===== config.mk =====
export PLATFORM = sky130hd
export DESIGN_NAME = uart_tx_switch_arbiter
export DESIGN_NICKNAME = d
export VERILOG_FILES = /design/src/rtl/uart_tx_switch_arbiter_pkg.sv /design/src/rtl/uart_line_idle_detect.sv /design/src/rtl/uart_tx_switch_arbiter.sv
export SDC_FILE = /design/constraint.sdc
export NUM_CORES = 1
export LEC_CHECK = 0
export CORE_MARGIN = 2
export CORE_UTILIZATION = 60
export CTS_CLUSTER_DIAMETER = 60
export DETAILED_ROUTE_END_ITERATION = 16
export GPL_TIMING_DRIVEN = 0
export PLACE_DENSITY = 0.78
export RECOVER_POWER = 100
export SLEW_MARGIN = 20
export SYNTH_ARGS = -nofsm -noshare
export SYNTH_HDL_FRONTEND = slang
export SYNTH_SLANG_ARGS = --single-unit

===== constraint.sdc =====
create_clock -name clk -period 2.25 [get_ports clk]
set_input_delay 0.3375 -clock clk [delete_from_list [all_inputs] [get_ports clk]]
set_output_delay 0.3375 -clock clk [all_outputs]
set_load 0.1 [all_outputs]

===== src/rtl/uart_tx_switch_arbiter_pkg.sv =====
// -----------------------------------------------------------------------------
// uart_tx_switch_arbiter_pkg
//   Shared definitions for the TXD pin arbiter between the CPU UART and the
//   OCD hardware-loader UART.
//   - Arbiter FSM state encoding.
//   - Default bit period, derived from the main clock and the 921600 baud rate.
//   - Character framing constant (start + 8 data + stop).
//   - Idle guard length in bit periods.
// -----------------------------------------------------------------------------
package uart_tx_switch_arbiter_pkg;

   localparam int unsigned MCU_MAIN_CLK_RATE   = 99_532_800;
   localparam int unsigned UART_BAUD_RATE      = 921_600;
   localparam int unsigned DEFAULT_BAUD_PERIOD = MCU_MAIN_CLK_RATE / UART_BAUD_RATE;

   localparam int unsigned UART_FRAME_BITS     = 10;
   localparam int unsigned DEFAULT_IDLE_BITS   = 2;

   typedef enum logic [1:0] {
      ARB_IDLE  = 2'd0,
      ARB_FRAME = 2'd1,
      ARB_GUARD = 2'd2
   } arb_state_t;

   // Clock cycles spanned by a number of bit periods.
   function automatic int unsigned bit_cycles(input int unsigned bits,
                                              input int unsigned period);
      return bits * period;
   endfunction

endpackage


===== src/rtl/uart_line_idle_detect.sv =====
// -----------------------------------------------------------------------------
// uart_line_idle_detect
//   Saturating run-length counter on one UART serial line. The count clears
//   whenever the line is low (space) and increments while it is high (mark),
//   stopping at SAT_COUNT. idle_x is set once the line has been at mark for
//   SAT_COUNT consecutive cycles.
//
// Ports
//   clk        in   system clock
//   sync_reset in   synchronous active-high reset
//   line       in   serial line being watched
//   idle_x     out  line has been continuously high for SAT_COUNT cycles
// -----------------------------------------------------------------------------
module uart_line_idle_detect
   import uart_tx_switch_arbiter_pkg::*;
#(
   parameter int unsigned CNT_W     = 16,
   parameter int unsigned SAT_COUNT = bit_cycles(DEFAULT_IDLE_BITS, DEFAULT_BAUD_PERIOD)
)(
   input  logic clk,
   input  logic sync_reset,
   input  logic line,
   output logic idle_x
);

   localparam logic [CNT_W-1:0] SAT = CNT_W'(SAT_COUNT);

   logic [CNT_W-1:0] run_cnt;

   always_ff @(posedge clk) begin
      if (sync_reset) begin
         run_cnt <= '0;
      end else if (!line) begin
         run_cnt <= '0;
      end else if (run_cnt != SAT) begin
         run_cnt <= run_cnt + CNT_W'(1);
      end
   end

   assign idle_x = (run_cnt == SAT);

endmodule


===== src/rtl/uart_tx_switch_arbiter.sv =====
// -----------------------------------------------------------------------------
// uart_tx_switch_arbiter
//   Shares the board TXD pin between the CPU UART and the OCD loader UART.
//   A change of the requested owner only takes effect at a character boundary:
//   the current owner must have finished its frame and shown IDLE_BITS of
//   mark, and the incoming source must also be idle, so neither side's frame
//   is cut and the host never sees a glitched character.
//
//   Optional build macro: UART_TX_ARB_TIMEOUT_EN
//     Adds TIMEOUT_CYCLES and a timeout_flag output. A switch left pending for
//     TIMEOUT_CYCLES is forced regardless of line state, so a stuck-low owner
//     cannot hold the pin forever. Without the macro no such escape exists.
//
// Ports
//   clk                  in   system clock
//   sync_reset           in   synchronous active-high reset
//   sel_req_ocd1_cpu0    in   requested owner: 1 = OCD, 0 = CPU
//   tx_cpu               in   CPU UART serial out
//   tx_ocd               in   OCD UART serial out
//   TXD                  out  registered pad output (1 cycle latency)
//   sel_active_ocd1_cpu0 out  current owner
//   switch_pending       out  request differs from current owner (registered)
//   frame_busy           out  current owner is mid-frame or in its guard period
//   timeout_flag         out  (macro only) one-cycle pulse on a forced switch
// -----------------------------------------------------------------------------
module uart_tx_switch_arbiter
   import uart_tx_switch_arbiter_pkg::*;
#(
   parameter int unsigned BAUD_PERIOD    = DEFAULT_BAUD_PERIOD,
   parameter int unsigned FRAME_BITS     = UART_FRAME_BITS,
   parameter int unsigned IDLE_BITS      = DEFAULT_IDLE_BITS,
   parameter int unsigned CNT_W          = 16
`ifdef UART_TX_ARB_TIMEOUT_EN
   ,
   parameter int unsigned TIMEOUT_CYCLES = 64 * FRAME_BITS * BAUD_PERIOD
`endif
)(
   input  logic clk,
   input  logic sync_reset,
   input  logic sel_req_ocd1_cpu0,
   input  logic tx_cpu,
   input  logic tx_ocd,
   output logic TXD,
   output logic sel_active_ocd1_cpu0,
   output logic switch_pending,
   output logic frame_busy
`ifdef UART_TX_ARB_TIMEOUT_EN
   ,
   output logic timeout_flag
`endif
);

   localparam int unsigned     IDLE_CYCLES = bit_cycles(IDLE_BITS, BAUD_PERIOD);
   localparam logic [CNT_W-1:0] FRAME_LOAD = CNT_W'(bit_cycles(FRAME_BITS, BAUD_PERIOD) - 1);

   arb_state_t       state_q;
   arb_state_t       state_d;
   logic [CNT_W-1:0] bit_cnt_q;
   logic [CNT_W-1:0] bit_cnt_d;
   logic             sel_active_q;
   logic             sel_active_d;
   logic             pending_q;
   logic             grant;

   logic             idle_cpu;
   logic             idle_ocd;
   logic             act;
   logic             idle_act;
   logic             idle_new;

`ifdef UART_TX_ARB_TIMEOUT_EN
   localparam int unsigned AGE_W = $clog2(TIMEOUT_CYCLES + 1);
   localparam logic [AGE_W-1:0] AGE_LIMIT = AGE_W'(TIMEOUT_CYCLES);

   logic [AGE_W-1:0] age_q;
   logic             force_sw;
   logic             timeout_q;
`endif

   // -------------------------------------------------------------------------
   // Per-source idle detection
   // -------------------------------------------------------------------------
   uart_line_idle_detect #(
      .CNT_W     (CNT_W),
      .SAT_COUNT (IDLE_CYCLES)
   ) u_idle_cpu (
      .clk        (clk),
      .sync_reset (sync_reset),
      .line       (tx_cpu),
      .idle_x     (idle_cpu)
   );

   uart_line_idle_detect #(
      .CNT_W     (CNT_W),
      .SAT_COUNT (IDLE_CYCLES)
   ) u_idle_ocd (
      .clk        (clk),
      .sync_reset (sync_reset),
      .line       (tx_ocd),
      .idle_x     (idle_ocd)
   );

   assign act      = sel_active_q ? tx_ocd   : tx_cpu;
   assign idle_act = sel_active_q ? idle_ocd : idle_cpu;
   assign idle_new = sel_active_q ? idle_cpu : idle_ocd;

   // -------------------------------------------------------------------------
   // State register
   // -------------------------------------------------------------------------
   always_ff @(posedge clk) begin
      if (sync_reset) begin
         state_q      <= ARB_IDLE;
         bit_cnt_q    <= '0;
         sel_active_q <= 1'b0;
         pending_q    <= 1'b0;
         TXD          <= 1'b1;
      end else begin
         state_q      <= state_d;
         bit_cnt_q    <= bit_cnt_d;
         sel_active_q <= sel_active_d;
         // Compared against the post-grant owner so a grant cannot be
         // followed by a second toggle from a stale pending flag.
         pending_q    <= (sel_req_ocd1_cpu0 != sel_active_d);
         TXD          <= act;
      end
   end

`ifdef UART_TX_ARB_TIMEOUT_EN
   always_ff @(posedge clk) begin
      if (sync_reset) begin
         age_q     <= '0;
         timeout_q <= 1'b0;
      end else begin
         timeout_q <= force_sw;
         if (!pending_q || force_sw) begin
            age_q <= '0;
         end else if (age_q != AGE_LIMIT) begin
            age_q <= age_q + AGE_W'(1);
         end
      end
   end

   assign force_sw = pending_q && (age_q == AGE_LIMIT);
`endif

   // -------------------------------------------------------------------------
   // Next-state logic
   // -------------------------------------------------------------------------
   always_comb begin
      state_d   = state_q;
      bit_cnt_d = bit_cnt_q;
      grant     = 1'b0;

      case (state_q)
         ARB_IDLE: begin
            // A start bit on the owner beats a switch granted in the same cycle.
            if (!act) begin
               state_d   = ARB_FRAME;
               bit_cnt_d = FRAME_LOAD;
            end else if (pending_q && idle_new && idle_act) begin
               grant = 1'b1;
            end
         end

         ARB_FRAME: begin
            if (bit_cnt_q == '0) begin
               state_d = ARB_GUARD;
            end else begin
               bit_cnt_d = bit_cnt_q - CNT_W'(1);
            end
         end

         ARB_GUARD: begin
            // Back-to-back characters: a new start bit before the line has
            // gone idle restarts the frame timer.
            if (!act) begin
               state_d   = ARB_FRAME;
               bit_cnt_d = FRAME_LOAD;
            end else if (idle_act) begin
               state_d = ARB_IDLE;
            end
         end

         default: begin
            state_d   = ARB_IDLE;
            bit_cnt_d = '0;
         end
      endcase

`ifdef UART_TX_ARB_TIMEOUT_EN
      if (force_sw) begin
         state_d   = ARB_IDLE;
         bit_cnt_d = '0;
         grant     = 1'b1;
      end
`endif

      sel_active_d = grant ? ~sel_active_q : sel_active_q;
   end

   // -------------------------------------------------------------------------
   // Outputs
   // -------------------------------------------------------------------------
   always_comb begin
      frame_busy           = (state_q != ARB_IDLE);
      sel_active_ocd1_cpu0 = sel_active_q;
      switch_pending       = pending_q;
`ifdef UART_TX_ARB_TIMEOUT_EN
      timeout_flag         = timeout_q;
`endif
   end

endmodule


Word level (Yosys, flattened, before mapping)
Index checks and enable logic that the tools add are counted.

Word-level logic and storage cells: 50. Input port bits: 5. Output and inout bits: 4. Register bits: 53.

Eq/ne operators: 12. Multiplexer cells: 15. Reductions and logical operators: 10. $add $sub $neg: 3. Bitwise operators: 3.

Operators by type and width (count): 16-bit by 1-bit adder with 16-bit output, second input constant (2); 16-bit by 8-bit equality test with 1-bit output, second input constant (2); 16-bit two-way mux (2); 16-bit by 8-bit inequality test with 1-bit output, second input constant (2); 16-bit one-hot mux with 2 select lines (1); 16-bit logical NOT (1); 16-bit by 1-bit subtractor with 16-bit output, second input constant (1); 2-bit two-way mux (4); 2-bit inequality test, second input constant (4); 1-bit two-way mux (7); 2-bit one-hot mux with 3 select lines (1); 2-bit OR reduction (3); 3-bit inequality test, second input constant (1); 1-bit inverter (3); 3-bit AND reduction (1); 2-bit by 1-bit equality test with 1-bit output, second input constant (1); 2-bit equality test, second input constant (1); 1-bit logical AND (2); 2-bit logical NOT (1); 2-bit AND reduction (1); 2-bit nonzero test (1); 1-bit inequality test (1).

Logic depth before layout (Yosys ltp)
Word-level depth: 9. Gate-level depth with buffers: 8. Depth with buffers taken out: 7.

By module
A second synthesis with hierarchy kept.

Cells, all modules: 333. Area total of the unflattened synthesis: 2889.0 µm².

By module, submodules not included: uart_line_idle_detect (area each 837.1 µm², seq. area each 320.3 µm², cells an instance 97, instances 2); uart_tx_switch_arbiter (area each 1214.9 µm², seq. area each 420.4 µm², cells an instance 139, instances 1).

Least setup slack after synthesis
No wires, ideal clock.

Kind: register to register. Start: register sel_active_q, in the netlist sel_active_ocd1_cpu0. End: register bit_cnt_q[15]. Period minus slack after synthesis: 2621 ps. Data required time: 2127 ps. Arrival: 2497 ps. Path buffers: 1. Path slack: -371 ps. Cell stages (with the launch flop): 7. Library setup time: 123 ps. Cell sequence: dfxtp_1 buf_6 mux2i_4 o211ai_1 a211o_1 or4_1 mux2_1.

Longest elaborated chain between the ends: 3.

Ends and longest elaborated chain: from (decl) (RTL line uart_tx_switch_arbiter.sv:60) `logic sel_active_q;`; from (signal assigned) (RTL line uart_tx_switch_arbiter.sv:120) `sel_active_q <= sel_active_d;`; 1-bit two-way mux (RTL line uart_tx_switch_arbiter.sv:103) `assign act = sel_active_q ? tx_ocd : tx_cpu;`; 2-bit inequality test (no source line); 2-bit AND reduction (no source line); to (signal assigned) (RTL line uart_tx_switch_arbiter.sv:119) `bit_cnt_q <= bit_cnt_d;`; to (decl) (RTL line uart_tx_switch_arbiter.sv:58) `logic [CNT_W-1:0] bit_cnt_q;`.

No other way between the ends. A chain may end at the register's enable or synchronous reset.

Final worst setup path
Start: register bit_cnt_q[0]. End: register bit_cnt_q[15].

Longest elaborated chain between the ends: 3. Elaborated cells on any way between the ends: 6. Classes of those cells: add/sub (1); eq/ne (1); mux (2); reduce/logical (2).

Ends and longest elaborated chain (RTL line): 16-bit by 1-bit subtractor with 16-bit output / 16-bit logical NOT (equally long branches) (uart_tx_switch_arbiter.sv:169, uart_tx_switch_arbiter.sv:166); 16-bit two-way mux / 2-bit inequality test (equally long branches); 16-bit one-hot mux with 2 select lines / 2-bit AND reduction (equally long branches).

Several ways; a longest one is shown, not always the timed one. The select of a mux whose other input is x is not followed.

==> impl_summary.txt <==
----------------------------------------------------
[Status]
  Result of the run ... completed

[Clock network]
  Clock-pin transition on the worst setup and hold timing paths ... 0.09 ns
  Clk Tree Root Cell ... sky130_fd_sc_hd__clkbuf_8
  Sinks on Clock Net ... 53
  CTS H-Tree Depth ... 2
  Setup bufs post-CTS ... 0
  Clock Tree Buf Depth ... 2
  Total of hold buffers inserted after clock tree synthesis ... 0
  Number of clock buffers inserted by TritonCTS ... 5
  Clk Latency, worst-skew pair ... 0.31 ns
  Clock tree from TritonCTS ... built

[Final layout]
  Combined area of the multi-input logic cells ... roughly 0.0014 sq mm
  Finished Cell Area ... 0.00280 sq mm
  Non-filler cells in the finished layout ... 363
  Fillcell total ... 356
  Number of antenna cells inserted ... 0
  Share of cells above drive strength 1 ... between 7 and 8%
  Flip-flop and latch area ... between 0.001 and 0.0015 sq mm
  Layout net count ... 322
  Area added between synthesis and finish ... 9.40%

[Route]
  Via Count ... slightly above 2000
  Residual DRC ... 0
  DRT Wirelength ... 4.62 mm
  DRC marker count from the first detailed-route iteration ... 150
  Average via count per standard cell ... around 5.6
  DRT Pass-1 Iters ... 4
  Post-detailed-route wirelength per cell ... between 10 and 15 um
  Antenna violation net count after detailed routing ... 0

[Yosys]
  Synthesized Nets ... 308
  Ranking of synthesized cells by area ... sky130_fd_sc_hd__dfxtp_1, sky130_fd_sc_hd__nor2_1, sky130_fd_sc_hd__xor2_1
  EDFF count, synth ... 0
  Most common flop cell mapped by yosys ... sky130_fd_sc_hd__dfxtp_1
  Synth async-reset ratio ... 0%
  Count of cell types in the netlist ... 45
  Synthesis warning total ... 0
  Register area share after synthesis ... 41.5%
  Post-synthesis register bit count ... between 50 and 60
  Cell area after synthesis ... 0.00255 sq mm
  Share of the synthesized area in the top cell type ... between 40% and 50%
  Average cell area after synthesis ... 8.57 sq um
  Count of mapped cells out of synthesis ... 298
  Commonest cells post-synth ... sky130_fd_sc_hd__nor2_1, sky130_fd_sc_hd__dfxtp_1, sky130_fd_sc_hd__xor2_1
  Most frequently used cell type in the post-synthesis netlist ... sky130_fd_sc_hd__nor2_1
  Cell type with the largest total area after synthesis ... sky130_fd_sc_hd__dfxtp_1

[Worst hold path]
  Hold EP ... switch_pending
  Class of the tightest hold or removal check ... in -> reg
  Hold path depth ... 2
  Launch point of the worst hold path ... sync_reset

[STA]
  Setup-violating endpoint count in the final report ... 0
  Worst max-slew margin expressed relative to the limit ... 22.9%
  Worst-Margin Slew ... 1.16 ns
  Achievable Freq ... 455 MHz
  Final setup slack of the worst path ... 0.0539 ns
  Worst clock skew ... roughly 0.0076 ns
  RSZ-0062 raised after global routing ... no
  Count of pins over their slew limit ... 0
  Share of the clock period used by the worst path ... a little over nine tenths
  Final hold violations ... 0
  Fin crit period ... 2.20 ns

[Setup path]
  Endpoint of the worst register-to-register path ... bit_cnt_q[15]
  CP endpoint kind ... register
  Logic depth of the worst register-to-register path ... 7
  Reg2Reg Launch Point ... bit_cnt_q[0]
  Flop2flop setup slack ... ~0.054 ns
  Setup Crit Path Kind ... reg -> reg
  Critical path fanouts, max ... 4
  Arr. time, crit path ... 2.39 ns
  Nature of the critical path startpoint ... register
  Required time of the critical path ... 2.45 ns

[Global route]
  Wire length of the first global-routing pass ... 8.09 mm
  Largest net degree at the start of global routing ... 17
  Leftover overflow at the end of global routing ... 0
  Via count of the first global-routing pass ... 1819
  Antenna violations before repair ... 0
  Global Route Usage Sum ... 20.5%

[Pwr]
  Peak VDD IR ... between 0.0004 and 0.0005 V
  Static Leakage ... 1.00 nW
  Ratio of total power to cell area ... 700 mW/mm^2

[Job]
  Count of max-cap constraint violations ... 0

[Placed design]
  Placed cell count ... about 360
  Number of port buffers ... 7
  Worst slack at placement ... -0.0762 ns
  Final Wtd Congestion ... 0.837
  Cell Area, Placed ... 0.00269 sq mm
  Detailed placer's ending HPWL ... approximately 3.4 mm

[Floorplanning]
  Core region area ... 0.00406 sq mm
  Count of boundary I/O pins ... 9
  Number of placement rows ... 23
  Die span in y ... 69.3 um
  Width of the die ... 69.3 um
  Starting density of the core ... a little over three fifths
  Full die area ... 0.00480 sq mm

----------------------------------------------------
==> stage by stage <==
| step | util [%] | power, mW | hold WS, ns | setup TNS, ns |
|---|---|---|---|---|
| final | 68.9 | 1.96 | 0.377 | 0 |
| after global routing | 68.9 | 2.06 | 0.443 | 0 |
| after CTS | 68.9 | 1.98 | 0.369 | 0 |
| after detailed placement | 66.3 | 1.35 | 0.504 | -0.0885 |
| after global placement | 66.3 | 1.34 | 0.490 | -0.0888 |
| after floorplan | - | 1.28 | 0.458 | 0 |
==> area by class of cell <==
type / instances / area share (%)
Sequential cell: 53 / 38.0
Multi-Input combinational cell: 222 / 50.2
Clock inverter: 2 / 1.25
Clock buffer: 6 / 2.60
Tap cell: 50 / 2.24
Timing Repair Buffer: 7 / 2.28
Buffer: 11 / 1.84
Inverter: 12 / 1.61
==> worst max-delay path by stage <==
stage                    startpoint             to  slack [ns]  cells past startpoint
2_1_floorplan  sel_active_ocd1_cpu0  bit_cnt_q[15]        0.11                      6
3_3_place_gp                 tx_ocd  bit_cnt_q[15]       -0.09                      6
3_5_place_dp                 tx_ocd  bit_cnt_q[15]       -0.08                      6
4_1_cts                bit_cnt_q[0]  bit_cnt_q[15]        0.07                      7
5_1_grt                bit_cnt_q[0]     state_q[1]       0.002                      7
6_report               bit_cnt_q[0]  bit_cnt_q[15]        0.05                      7
==> cells by family after synthesis <==
kind of cell	Yosys count	synth area share, %
adders and majority gates	5	2.45
and+or+nand+nor	140	28.3
DFF	53	41.5
buffers and inverters	23	3.72
muxes	4	2.11
xor gates and xnor gates	36	12.3
AOI/OAI and AO/OA	37	9.60
==> cells in the final DEF, fill, tap and decap left out, drive strengths merged, types with 2 or more instances in the layout <==
cell / count
a2111oi: 3
a211oi: 4
a21o: 3
a21oi: 14
a311oi: 2
a31o: 3
and2: 3
and3: 4
and4: 3
and4b: 3
buf: 2
clkbuf: 16
clkdlybuf4s50: 3
dfxtp: 53
dlygate4sd3: 3
ha: 5
inv: 12
mux2i: 3
nand2: 16
nand2b: 3
nand3: 11
nand3b: 2
nand4: 7
nor2: 58
nor3: 9
nor3b: 4
nor4: 3
nor4b: 3
o21ai: 4
or2: 3
or3: 3
xnor2: 15
xor2: 21
==> layer usage <==
metal,up-vias,share of wire [%],track usage [%]
met4,0,0.91,8.50
met1,933,52,29.3
li1,1046,-,-
met5,-,0,0
met2,34,44,29.7
met3,5,3.5,4.80
==> report_power, final <==
part / total (mW) / internal [mW] / switching (mW)
Combinational: 0.309 / 0.120 / 0.189
Sequential: 1.02 / 0.975 / 0.0447
Clock: 0.629 / 0.330 / 0.298
==> registers in the layout (all words and copies together) (netlist names) <==
signal,cells
bit_cnt_q,16
u_idle_cpu.run_cnt,16
u_idle_ocd.run_cnt,16
state_q,2
TXD,1
sel_active_ocd1_cpu0,1
switch_pending,1
==> worst max-delay path: stages (launching register included) <==
cell and delay [ns]:
sky130_fd_sc_hd__dfxtp_1 0.35, sky130_fd_sc_hd__inv_1 0.09, sky130_fd_sc_hd__ha_1 0.20, sky130_fd_sc_hd__or3b_1 0.38
sky130_fd_sc_hd__nor3_1 0.42, sky130_fd_sc_hd__a211o_1 0.23, sky130_fd_sc_hd__or4_1 0.12, sky130_fd_sc_hd__mux2_1 0.31
==> repair_timing <==
item / 4_1_cts / 5_1_grt
gates resized for setup: 1 / 3
setup endpoints to repair: 1 / 10
cloned: 0 / 0
No activity file was read; power rests on OpenSTA's default activity.
